**src/rtl/onehot_decoder_pipe_pkg.sv**
```systemverilog
// Shared types and helpers for the one-hot decoder pipe.
// The PARITY_CHECK_EN macro enables the parity-check variant of the block.
package onehot_dec_pkg;
  localparam int N_OUT_DEF  = 4;
  localparam int DEPTH_DEF  = 4;
  localparam int CNT_W_DEF  = 16;
  // Codes are carried at a fixed max width so the FIFO entry type is shared
  localparam int MAX_CODE_W = 8;
  localparam int MAX_N      = 1 << MAX_CODE_W;

  typedef logic [MAX_CODE_W-1:0] code_t;

  typedef struct packed {
    logic  en;
    code_t code;
  } fifo_entry_t;

  function automatic logic [MAX_N-1:0] onehot_of(input logic en, input code_t code);
    logic [MAX_N-1:0] v;
    v = '0;
    if (en) v[code] = 1'b1;
    return v;
  endfunction
endpackage

```
**src/rtl/onehot_decoder_pipe_if.sv**
```systemverilog
// Input/output handshake bundle of the one-hot decoder pipe.
// The PARITY_CHECK_EN macro adds the in_par signal.
interface onehot_decoder_pipe_if #(parameter int N_OUT = 4);
  logic                     in_valid;
  logic                     in_ready;
  logic                     in_en;
  logic [$clog2(N_OUT)-1:0] in_code;
`ifdef PARITY_CHECK_EN
  logic                     in_par;
`endif
  logic                     out_valid;
  logic                     out_ready;
  logic [N_OUT-1:0]         out_onehot;

  modport master (
    output in_valid, in_en, in_code, out_ready,
`ifdef PARITY_CHECK_EN
    output in_par,
`endif
    input  in_ready, out_valid, out_onehot
  );

  modport slave (
    input  in_valid, in_en, in_code, out_ready,
`ifdef PARITY_CHECK_EN
    input  in_par,
`endif
    output in_ready, out_valid, out_onehot
  );
endinterface

```
**src/rtl/onehot_decoder_pipe_fifo.sv**
```systemverilog
// Input FIFO for the decoder: circular storage with registered full flag.
// The occupancy count is one bit wider than the pointers to separate full from empty.
module dec_fifo
  import onehot_dec_pkg::*;
#(
  parameter int DEPTH = DEPTH_DEF
) (
  input  logic        clk,
  input  logic        rst_n,
  input  logic        i_push,
  input  logic        i_pop,
  input  fifo_entry_t i_wdata,
  output fifo_entry_t o_rdata,
  output logic        o_full,
  output logic        o_empty
);
  localparam int PTR_W = $clog2(DEPTH);

  fifo_entry_t      r_mem [DEPTH];
  logic [PTR_W-1:0] r_wptr, r_rptr;
  logic [PTR_W:0]   r_cnt;
  logic [PTR_W:0]   w_cnt_nxt;
  logic             r_full;

  always_comb begin
    w_cnt_nxt = r_cnt;
    case ({i_push, i_pop})
      2'b10:   w_cnt_nxt = r_cnt + 1'b1;
      2'b01:   w_cnt_nxt = r_cnt - 1'b1;
      default: w_cnt_nxt = r_cnt;
    endcase
  end

  always_ff @(posedge clk) begin
    if (i_push) r_mem[r_wptr] <= i_wdata;
  end

  always_ff @(posedge clk or negedge rst_n) begin
    if (!rst_n) begin
      r_wptr <= '0;
      r_rptr <= '0;
      r_cnt  <= '0;
      r_full <= 1'b0;
    end else begin
      if (i_push) r_wptr <= r_wptr + 1'b1;
      if (i_pop)  r_rptr <= r_rptr + 1'b1;
      r_cnt  <= w_cnt_nxt;
      r_full <= (w_cnt_nxt == (PTR_W+1)'(DEPTH));
    end
  end

  assign o_rdata = r_mem[r_rptr];
  assign o_full  = r_full;
  assign o_empty = (r_cnt == '0);
endmodule

```
**src/rtl/onehot_decoder_pipe.sv**
```systemverilog
// Buffered valid/ready binary-to-one-hot decoder with saturating per-line hit counters.
// Define PARITY_CHECK_EN to add even-parity screening of pushed items (in_par, par_err).
module onehot_decoder_pipe
  import onehot_dec_pkg::*;
#(
  parameter int N_OUT = N_OUT_DEF,
  parameter int DEPTH = DEPTH_DEF,
  parameter int CNT_W = CNT_W_DEF
) (
  input  logic                     clk,
  input  logic                     rst_n,
  onehot_decoder_pipe_if.slave     bus,
  input  logic                     cnt_clr,
  input  logic [$clog2(N_OUT)-1:0] cnt_sel,
  output logic [CNT_W-1:0]         cnt_val
`ifdef PARITY_CHECK_EN
  ,
  output logic                     par_err
`endif
);
  fifo_entry_t w_wdata, w_head;
  logic        w_full, w_empty, w_push, w_store, w_load, w_hs;
  logic        r_alive, r_out_valid;
  logic [N_OUT-1:0]            r_onehot;
  logic [N_OUT-1:0][CNT_W-1:0] r_cnt;

  assign w_push  = bus.in_valid && bus.in_ready;
  assign w_wdata = '{en: bus.in_en, code: code_t'(bus.in_code)};

`ifdef PARITY_CHECK_EN
  logic w_par_ok;
  assign w_par_ok = ~^{bus.in_par, bus.in_en, bus.in_code};
  // Bad-parity items still complete the handshake; they are just not stored
  assign w_store  = w_push && w_par_ok;

  always_ff @(posedge clk or negedge rst_n) begin
    if (!rst_n)                     par_err <= 1'b0;
    else if (cnt_clr)               par_err <= 1'b0;
    else if (w_push && !w_par_ok)   par_err <= 1'b1;
  end
`else
  assign w_store = w_push;
`endif

  assign w_load = !w_empty && (!r_out_valid || bus.out_ready);
  assign w_hs   = r_out_valid && bus.out_ready;

  dec_fifo #(.DEPTH(DEPTH)) u_fifo (
    .clk     (clk),
    .rst_n   (rst_n),
    .i_push  (w_store),
    .i_pop   (w_load),
    .i_wdata (w_wdata),
    .o_rdata (w_head),
    .o_full  (w_full),
    .o_empty (w_empty)
  );

  // Holds in_ready low for the first cycle after reset release
  always_ff @(posedge clk or negedge rst_n) begin
    if (!rst_n) r_alive <= 1'b0;
    else        r_alive <= 1'b1;
  end

  always_ff @(posedge clk or negedge rst_n) begin
    if (!rst_n) begin
      r_out_valid <= 1'b0;
      r_onehot    <= '0;
    end else if (w_load) begin
      r_out_valid <= 1'b1;
      r_onehot    <= N_OUT'(onehot_of(w_head.en, w_head.code));
    end else if (w_hs) begin
      r_out_valid <= 1'b0;
    end
  end

  for (genvar i = 0; i < N_OUT; i++) begin : g_cnt
    always_ff @(posedge clk or negedge rst_n) begin
      if (!rst_n)
        r_cnt[i] <= '0;
      else if (cnt_clr)
        r_cnt[i] <= '0;
      else if (w_hs && r_onehot[i] && (r_cnt[i] != {CNT_W{1'b1}}))
        r_cnt[i] <= r_cnt[i] + 1'b1;
    end
  end

  assign bus.in_ready   = r_alive && !w_full;
  assign bus.out_valid  = r_out_valid;
  assign bus.out_onehot = r_onehot;
  assign cnt_val        = r_cnt[cnt_sel];
endmodule
```
**src/flat_wrapper.sv**
```systemverilog
// flat-port wrapper written by rule: the top's interface ports become plain ports
module onehot_decoder_pipe_flat import onehot_dec_pkg::*;
#(
  parameter int N_OUT = N_OUT_DEF,
  parameter int DEPTH = DEPTH_DEF,
  parameter int CNT_W = CNT_W_DEF
)
  (clk, rst_n, cnt_clr, cnt_sel, cnt_val, bus_in_valid, bus_in_en, bus_in_code, bus_out_ready, bus_in_ready, bus_out_valid, bus_out_onehot);
  onehot_decoder_pipe_if #(.N_OUT(N_OUT)) bus_i ();
  input  logic clk;
  input  logic rst_n;
  input  logic cnt_clr;
  input  logic [$clog2(N_OUT)-1:0] cnt_sel;
  output logic [CNT_W-1:0] cnt_val;
  input wire logic [$bits(bus_i.in_valid)-1:0] bus_in_valid;
  input wire logic [$bits(bus_i.in_en)-1:0] bus_in_en;
  input wire logic [$bits(bus_i.in_code)-1:0] bus_in_code;
  input wire logic [$bits(bus_i.out_ready)-1:0] bus_out_ready;
  output wire logic [$bits(bus_i.in_ready)-1:0] bus_in_ready;
  output wire logic [$bits(bus_i.out_valid)-1:0] bus_out_valid;
  output wire logic [$bits(bus_i.out_onehot)-1:0] bus_out_onehot;
  assign bus_i.in_valid = bus_in_valid;
  assign bus_i.in_en = bus_in_en;
  assign bus_i.in_code = bus_in_code;
  assign bus_i.out_ready = bus_out_ready;
  assign bus_in_ready = bus_i.in_ready;
  assign bus_out_valid = bus_i.out_valid;
  assign bus_out_onehot = bus_i.out_onehot;
  onehot_decoder_pipe #(.N_OUT(N_OUT), .DEPTH(DEPTH), .CNT_W(CNT_W)) u_core (.clk(clk), .rst_n(rst_n), .bus(bus_i), .cnt_clr(cnt_clr), .cnt_sel(cnt_sel), .cnt_val(cnt_val));
endmodule
```
**config.mk**
```make
export PLATFORM = sky130hd
export DESIGN_NAME = onehot_decoder_pipe_flat
export DESIGN_NICKNAME = d
export VERILOG_FILES = /design/src/rtl/onehot_decoder_pipe_pkg.sv /design/src/rtl/onehot_decoder_pipe_if.sv /design/src/rtl/onehot_decoder_pipe_fifo.sv /design/src/rtl/onehot_decoder_pipe.sv /design/src/flat_wrapper.sv
export SDC_FILE = /design/constraint.sdc
export NUM_CORES = 1
export LEC_CHECK = 0
export BUFFER_PORTS_ARGS = -buffer_cell sky130_fd_sc_hd__buf_2
export CAP_MARGIN = 10
export CELL_PAD_IN_SITES_DETAIL_PLACEMENT = 0
export CELL_PAD_IN_SITES_GLOBAL_PLACEMENT = 1
export CORE_MARGIN = 3
export CORE_UTILIZATION = 49
export DETAILED_ROUTE_END_ITERATION = 7
export GPL_TIMING_DRIVEN = 0
export HOLD_SLACK_MARGIN = 0.08
export PLACE_DENSITY = 0.82
export SETUP_SLACK_MARGIN = 0.2
export SYNTH_ARGS = -nofsm -noshare
export SYNTH_HDL_FRONTEND = slang
export SYNTH_SLANG_ARGS = --single-unit
```
**constraint.sdc**
```tcl
create_clock -name clk -period 2.4 [get_ports clk]
set_input_delay 0.36 -clock clk [delete_from_list [all_inputs] [get_ports clk]]
set_output_delay 0.36 -clock clk [all_outputs]
set_load 0.1 [all_outputs]
```
== Word level (Yosys, flattened, before mapping) ==
Memory sizes are Yosys's and may differ from the RTL's.
Index checks and enable logic that the tools add are counted.
Storage, ports and cells
  flip-flop bits (word level): 78
  RAM bits: 12
  input bits: 10
  output and inout bits: 22
  word-level logic and storage cells: 71
  memories kept: 1
Memories
  u_core.u_fifo.r_mem: words 4, width 3, read ports 1, clocked after Yosys merged registers in 0, write ports 1, line onehot_decoder_pipe_fifo.sv:19  | fifo_entry_t r_mem [DEPTH];
Operators by class
  add/subtract/negate cells: 8
  magnitude comparators: 3
  eq/ne operators: 7
  multiplexer cells: 18
  reduce and logical (&&, ||, !) cells: 23
Operators by type and width (number)
  two-way mux 16 bit: 9
  adder 16 x 1 -> 16 bit, second input constant: 4
  inequality test 16 bit, second input constant: 4
  binary-select mux 16 bit (select 2 bit): 1
  logical AND 1 bit: 13
  nonzero test 2 bit: 5
  less-than comparator 8 x 9 -> 1 bit, second input constant: 1
  demux 1 bit (select 8 bit): 1
  greater-or-equal comparator 8 x 1 -> 1 bit, second input constant: 1
  case mux 3 bit (2 select lines): 1
  two-way mux 1 bit: 5
  adder 2 x 1 -> 2 bit, second input constant: 2
  two-way mux 4 bit: 1
  adder 3 x 1 -> 3 bit, second input constant: 1
  == test 3 bit, second input constant: 1
  zero test 1 bit: 3
  zero test 3 bit: 1
  less-than comparator 2 x 3 -> 1 bit, second input constant: 1
  subtractor 3 x 1 -> 3 bit, second input constant: 1
  == test 2 x 1 -> 1 bit, second input constant: 1
  == test 2 bit, second input constant: 1
  logical OR 1 bit: 1

== Depth between registers and ports, before layout ==
  word-level depth: 6
  depth in mapped cells: 10

== Modules after synthesis ==
Synthesis repeated with hierarchy kept, for this count alone.
Second synthesis, totals
  cell total of the unflattened synthesis: 530
  area total of the unflattened synthesis: 6015.8 µm²
By module, submodules not included
  onehot_decoder_pipe: instances 1, cells each 445, area each 4285.4 µm²
  dec_fifo: instances 1, cells each 85, area each 1730.4 µm²

== Least setup slack after synthesis ==
OpenSTA, ideal clock, no wires.
  path type: register to register
  start point: register u_core.u_fifo.r_full (netlist: u_core.u_fifo.o_full)
  end point: register u_core.u_fifo.r_full (netlist: u_core.u_fifo.o_full)
  arrival time: 3.337 ns
  slack: -1.025 ns
  cell stages (with the launch flop): 10
  path buffers: 0
  path through: dfrtp_1 -> nor2b_1 -> and2_1 -> inv_1 -> ha_1 -> fa_1 -> xnor2_1 -> nor2_1 -> xor2_1 -> nor3b_1
Between the ends
  longest elaborated chain between the ends: 6
  elaborated cells between the ends (all ways): 7
  those cells by class: 3 x eq/ne; 1 x mux; 3 x reduce/logical
Ends and longest elaborated chain
  from (decl): line onehot_decoder_pipe_fifo.sv:23  | logic r_full;
  from (signal assigned): line onehot_decoder_pipe_fifo.sv:48  | r_full <= (w_cnt_nxt == (PTR_W+1)'(DEPTH));
  zero test 1 bit (*): line onehot_decoder_pipe.sv:88  | assign bus.in_ready = r_alive && !w_full;
  logical AND 1 bit (*): line onehot_decoder_pipe.sv:88
  named net bus_in_ready: line flat_wrapper.sv:19  | output wire logic [$bits(bus_i.in_ready)-1:0] bus_in_ready;
  logical AND 1 bit (*): line onehot_decoder_pipe.sv:27  | assign w_push = bus.in_valid && bus.in_ready;
  == test 2 x 1 -> 1 bit or == test 2 bit (tied branches): line onehot_decoder_pipe_fifo.sv:27  | case ({i_push, i_pop})
  case mux 3 bit (2 select lines) (*): line onehot_decoder_pipe_fifo.sv:27
  named net u_core.u_fifo.w_cnt_nxt[2]: line onehot_decoder_pipe_fifo.sv:22  | logic [PTR_W:0] w_cnt_nxt;
  == test 3 bit (*): line onehot_decoder_pipe_fifo.sv:48
The timed path passes the listed nets; every way through them passes the cells marked *.
A chain may end at the register's enable or synchronous reset.

== Worst setup path after layout ==
  start point: register u_core.u_fifo.r_cnt[0]
  end point: register u_core.u_fifo.r_full (netlist: u_core.u_fifo.o_full)
Between the ends
  longest elaborated chain between the ends: 6
  elaborated cells between the ends (all ways): 9
  those cells by class: 2 x add/sub; 3 x eq/ne; 1 x mux; 3 x reduce/logical
Ends and longest elaborated chain
  from (decl): line onehot_decoder_pipe_fifo.sv:21  | logic [PTR_W:0] r_cnt;
  from (signal assigned): line onehot_decoder_pipe_fifo.sv:47  | r_cnt <= w_cnt_nxt;
  zero test 3 bit (*): line onehot_decoder_pipe_fifo.sv:54  | assign o_empty = (r_cnt == '0);
  zero test 1 bit (*): line onehot_decoder_pipe.sv:45  | assign w_load = !w_empty && (!r_out_valid || bus.out_ready);
  logical AND 1 bit (*): line onehot_decoder_pipe.sv:45
  named net u_core.u_fifo.i_pop: line onehot_decoder_pipe_fifo.sv:11  | input logic i_pop,
  == test 2 x 1 -> 1 bit or == test 2 bit (tied branches): line onehot_decoder_pipe_fifo.sv:27
  case mux 3 bit (2 select lines) (*): line onehot_decoder_pipe_fifo.sv:27
  named net u_core.u_fifo.w_cnt_nxt[2]: line onehot_decoder_pipe_fifo.sv:22
  == test 3 bit (*): line onehot_decoder_pipe_fifo.sv:48
Marked as above.

==> flow_metrics.py <==
metrics = {
    "final_layout": {
        "final_nets": 559,
        "final_util_pct": 58.73,
        "syn_to_final_growth_pct": 14.13,
        "layout.cells.non_filler": 677,
        "antennaDiodeCount": 0,
        "stdcell_area_mm2": 0.005873,
        "drive_gt1_share_pct": 22.79,
    },
    "timing": {
        "fmax_ghz": 0.4672,
        "tightestPinTransition_ns": 0.6578,
        "finalCritPeriodShare_pct": 89.19,
        "hold_viol_final": 0,
        "period_needed_ns": 2.141,
        "setup_viol": 0,
        "drv_slew": 0,
        "clock_skew_ns": 0.01038,
        "rsz0062_at_grt": "yes",
        "slew_headroom_pct": 56.15,
    },
    "floorplan": {
        "die_y_um": 108.5,
        "boundaryPins": 32,
        "core_area_mm2": 0.01000,
        "die_w_um": 108.5,
        "initial_core_util_pct": 51.46,
        "dieArea_mm2": 0.01177,
        "rows": 36,
    },
    "clock_network": {
        "clkTransAtPathRegs_ns": 0.09,
        "numClockSinks": 90,
        "numCtsBuffers": 9,
        "cts.path.max_buffers": 2,
        "cts-htree-levels": 3,
        "cts_tree": "built",
        "clock-root-buffer": "clkbuf_8",
        "clkLatencyLatePin_ns": 0.36,
    },
    "pwr": {
        "irDropWorstVdd_mv": 0.7107,
        "cellLeakagePower_nw": 2.319,
        "power_density_mw_per_mm2": 640.7,
    },
    "route": {
        "drt-initial-drc-count": 297,
        "drc": 0,
        "wl_um": 13060,
        "wl_per_cell_um": 19.29,
        "viasPerCell": 6.355,
        "final_antenna_net_count": 0,
        "vias": 4302,
        "first_pass_iters": 5,
    },
    "worst_hold_path": {
        "hold_path_end": "u_core.u_fifo.r_mem[0][1]",
        "hold_path_depth": 1,
        "hold_class": "primary input to flip-flop",
        "min_from": "bus_in_code[1]",
    },
    "setup_path": {
        "crit_type": "flip-flop to flip-flop",
        "critPathMaxFanout": 4,
        "r2r_cells": 9,
        "r2r-start": "u_core.u_fifo.r_cnt[0]",
        "r2r_end": "u_core.u_fifo.o_full",
        "arrival_ns": 2.43,
        "end_kind": "flip-flop",
        "start_kind": "flip-flop",
        "rrSetupSlack_ns": 0.26,
        "required_ns": 2.69,
    },
    "logic_synthesis": {
        "muxShareOfSynthArea_pct": 10.26,
        "synth_edf_count": 12,
        "ys.flop_type": "dfrtp_1",
        "ys_warn_count": 0,
        "async_flop_share_pct": 86.67,
        "synthCells": 489,
        "synth_compound_area_share_pct": 14.08,
        "synth_nets": 509,
        "synth_cell_types": 52,
        "synthesis.area_mm2": 0.005146,
        "synth-seq-cells": 90,
        "syn_area_per_cell_um2": 10.52,
        "yosysSeqAreaShare_pct": 44.93,
        "synth_top_family_by_area": "simple AND/OR/NAND/NOR gates",
        "yosys.area_share.adder_pct": 2.577,
        "yosys.area_share.xor_xnor_pct": 1.021,
        "yosys.area_share.simple_pct": 24.07,
    },
    "global_route": {
        "grt_pass1_vias": 3962,
        "antenna_found_initial": 1,
        "grt_pass1_wl_um": 21070,
        "grt_usage_pct": 23.24,
        "grt_max_degree": 60,
        "grt.overflow.total": 0,
    },
    "placed_design": {
        "place_congestion": 0.8724,
        "portBuffers": 28,
        "place_area_mm2": 0.005523,
        "placedCellCount": 651,
        "dp_hpwl_um": 9593,
    },
    "job": {
        "maxCapViolCount": 0,
    },
    "run_status": {
        "status": "completed",
    },
}
-- state kept, by name (all words and copies together), names as in the netlist --
| name | cells |
|---|---|
| u_core.r_cnt | 64 |
| u_core.u_fifo.o_full | 1 |
| u_core.u_fifo.r_wptr | 2 |
| u_core.u_fifo.r_cnt | 3 |
| u_core.bus.out_valid | 1 |
| u_core.u_fifo.r_rptr | 2 |
| u_core.u_fifo.r_mem | 12 |
| u_core.r_alive | 1 |
| u_core.bus.out_onehot | 4 |
-- worst max path at each step --
stage	start	endpoint	slack [ns]
floorplan	u_core.u_fifo.o_full	u_core.u_fifo.o_full	0.06
global placement	u_core.u_fifo.r_cnt[0]	u_core.u_fifo.o_full	0.04
detailed placement	u_core.u_fifo.r_cnt[0]	u_core.u_fifo.o_full	-0.01
CTS	u_core.u_fifo.r_cnt[0]	u_core.u_fifo.o_full	0.07
global route	u_core.u_fifo.r_cnt[0]	u_core.u_fifo.o_full	0.09
finish	u_core.u_fifo.r_cnt[0]	u_core.u_fifo.o_full	0.26
-- what timing repair did --
item	4_1_cts	5_1_grt
setup endpoints to repair	31	49
cloned	0	0
resized for setup	6	16
setup buffers	1	8
hold buffers	1	0
endpoints found under the hold margin	19	0
pin swaps	1	3
-- Yosys cell counts (all sizes together) (15+ instances only) --
cell	count	area [um^2]
a21oi	52	260.3
dfrtp	78	1952
inv	15	56.30
mux4	19	427.9
nand2	32	120.1
nand3	21	122.6
nand4	27	202.7
o21ai	24	120.1
o31ai	27	202.7
or3	21	131.4
or4	29	221.5
-- final cells by class --
cell class                 instances  area (um^2)
timing repair buffer              39        247.7
tap                              133        166.4
inverter                          15        56.30
fill                             897         4126
buffer                            22        105.1
clock buffer                      10        127.6
clock inverter                     6        67.56
sequential                        90         2325
multi-input combinational        362         2778
-- cells in the final DEF (no fill, tap or decap), drive strengths merged, types with 2 or more instances in the layout --
cell	count
dfrtp	78
a21oi	52
buf	46
nand2	32
or4	29
o31ai	27
nand4	27
o21ai	24
clkbuf	24
or3	21
nand3	21
mux4	19
inv	16
and3	14
nor2	12
edfxtp	12
nor4	10
ha	9
mux2	8
nor2b	8
nor3	7
xnor2	5
and4	4
a32o	4
o41ai	3
nand3b	3
and2	3
clkinv	3
or2	2
a21o	2
nor4b	2
o311ai	2
-- cell families (layout without fill, tap and decap cells) --
kind of cell	count (synthesis)	in the layout
and+or+nand+nor	199	199
AOI/OAI and AO/OA	118	118
DFF	90	90
buffers and inverters	37	92
muxes	28	28
adders and majority gates	10	10
xor gates and xnor gates	6	6
other	1	1
-- stage by stage --
stage	setup TNS, ns	power, mW	hold WS (ns)	setup slack (ns)
after floorplan	0	2.475	0.06441	0.06066
after global placement	0	2.645	0.4681	0.04016
after detailed placement	-0.01448	2.691	0.2723	-0.01448
after CTS	0	3.744	0.1936	0.07321
after global routing	0	3.963	0.1940	0.08729
final	0	3.763	0.2141	0.2594
-- critical path, stage by stage, from the launching register on --
cell	delay [ns]
dfrtp_2	0.45
nor3_4	0.21
a21o_1	0.18
inv_1	0.11
ha_4	0.18
fa_2	0.33
xnor2_1	0.13
nor2_1	0.11
xor2_1	0.19
nor3b_2	0.19
-- routing by layer --
metal	GRT usage, %	vias up	part of all wire (%)
li1	-	2025	-
met5	0	-	0.10
met1	32.07	2133	44
met2	36.98	120	49
met3	4.299	22	5.0
met4	8.025	2	2.0
-- power breakdown --
group | switching [mW] | total (mW) | internal [mW]
logic | 0.553 | 0.918 | 0.365
registers | 0.126 | 1.81 | 1.68
clock network | 0.554 | 1.04 | 0.486
No activity file was read; power rests on OpenSTA's default activity.
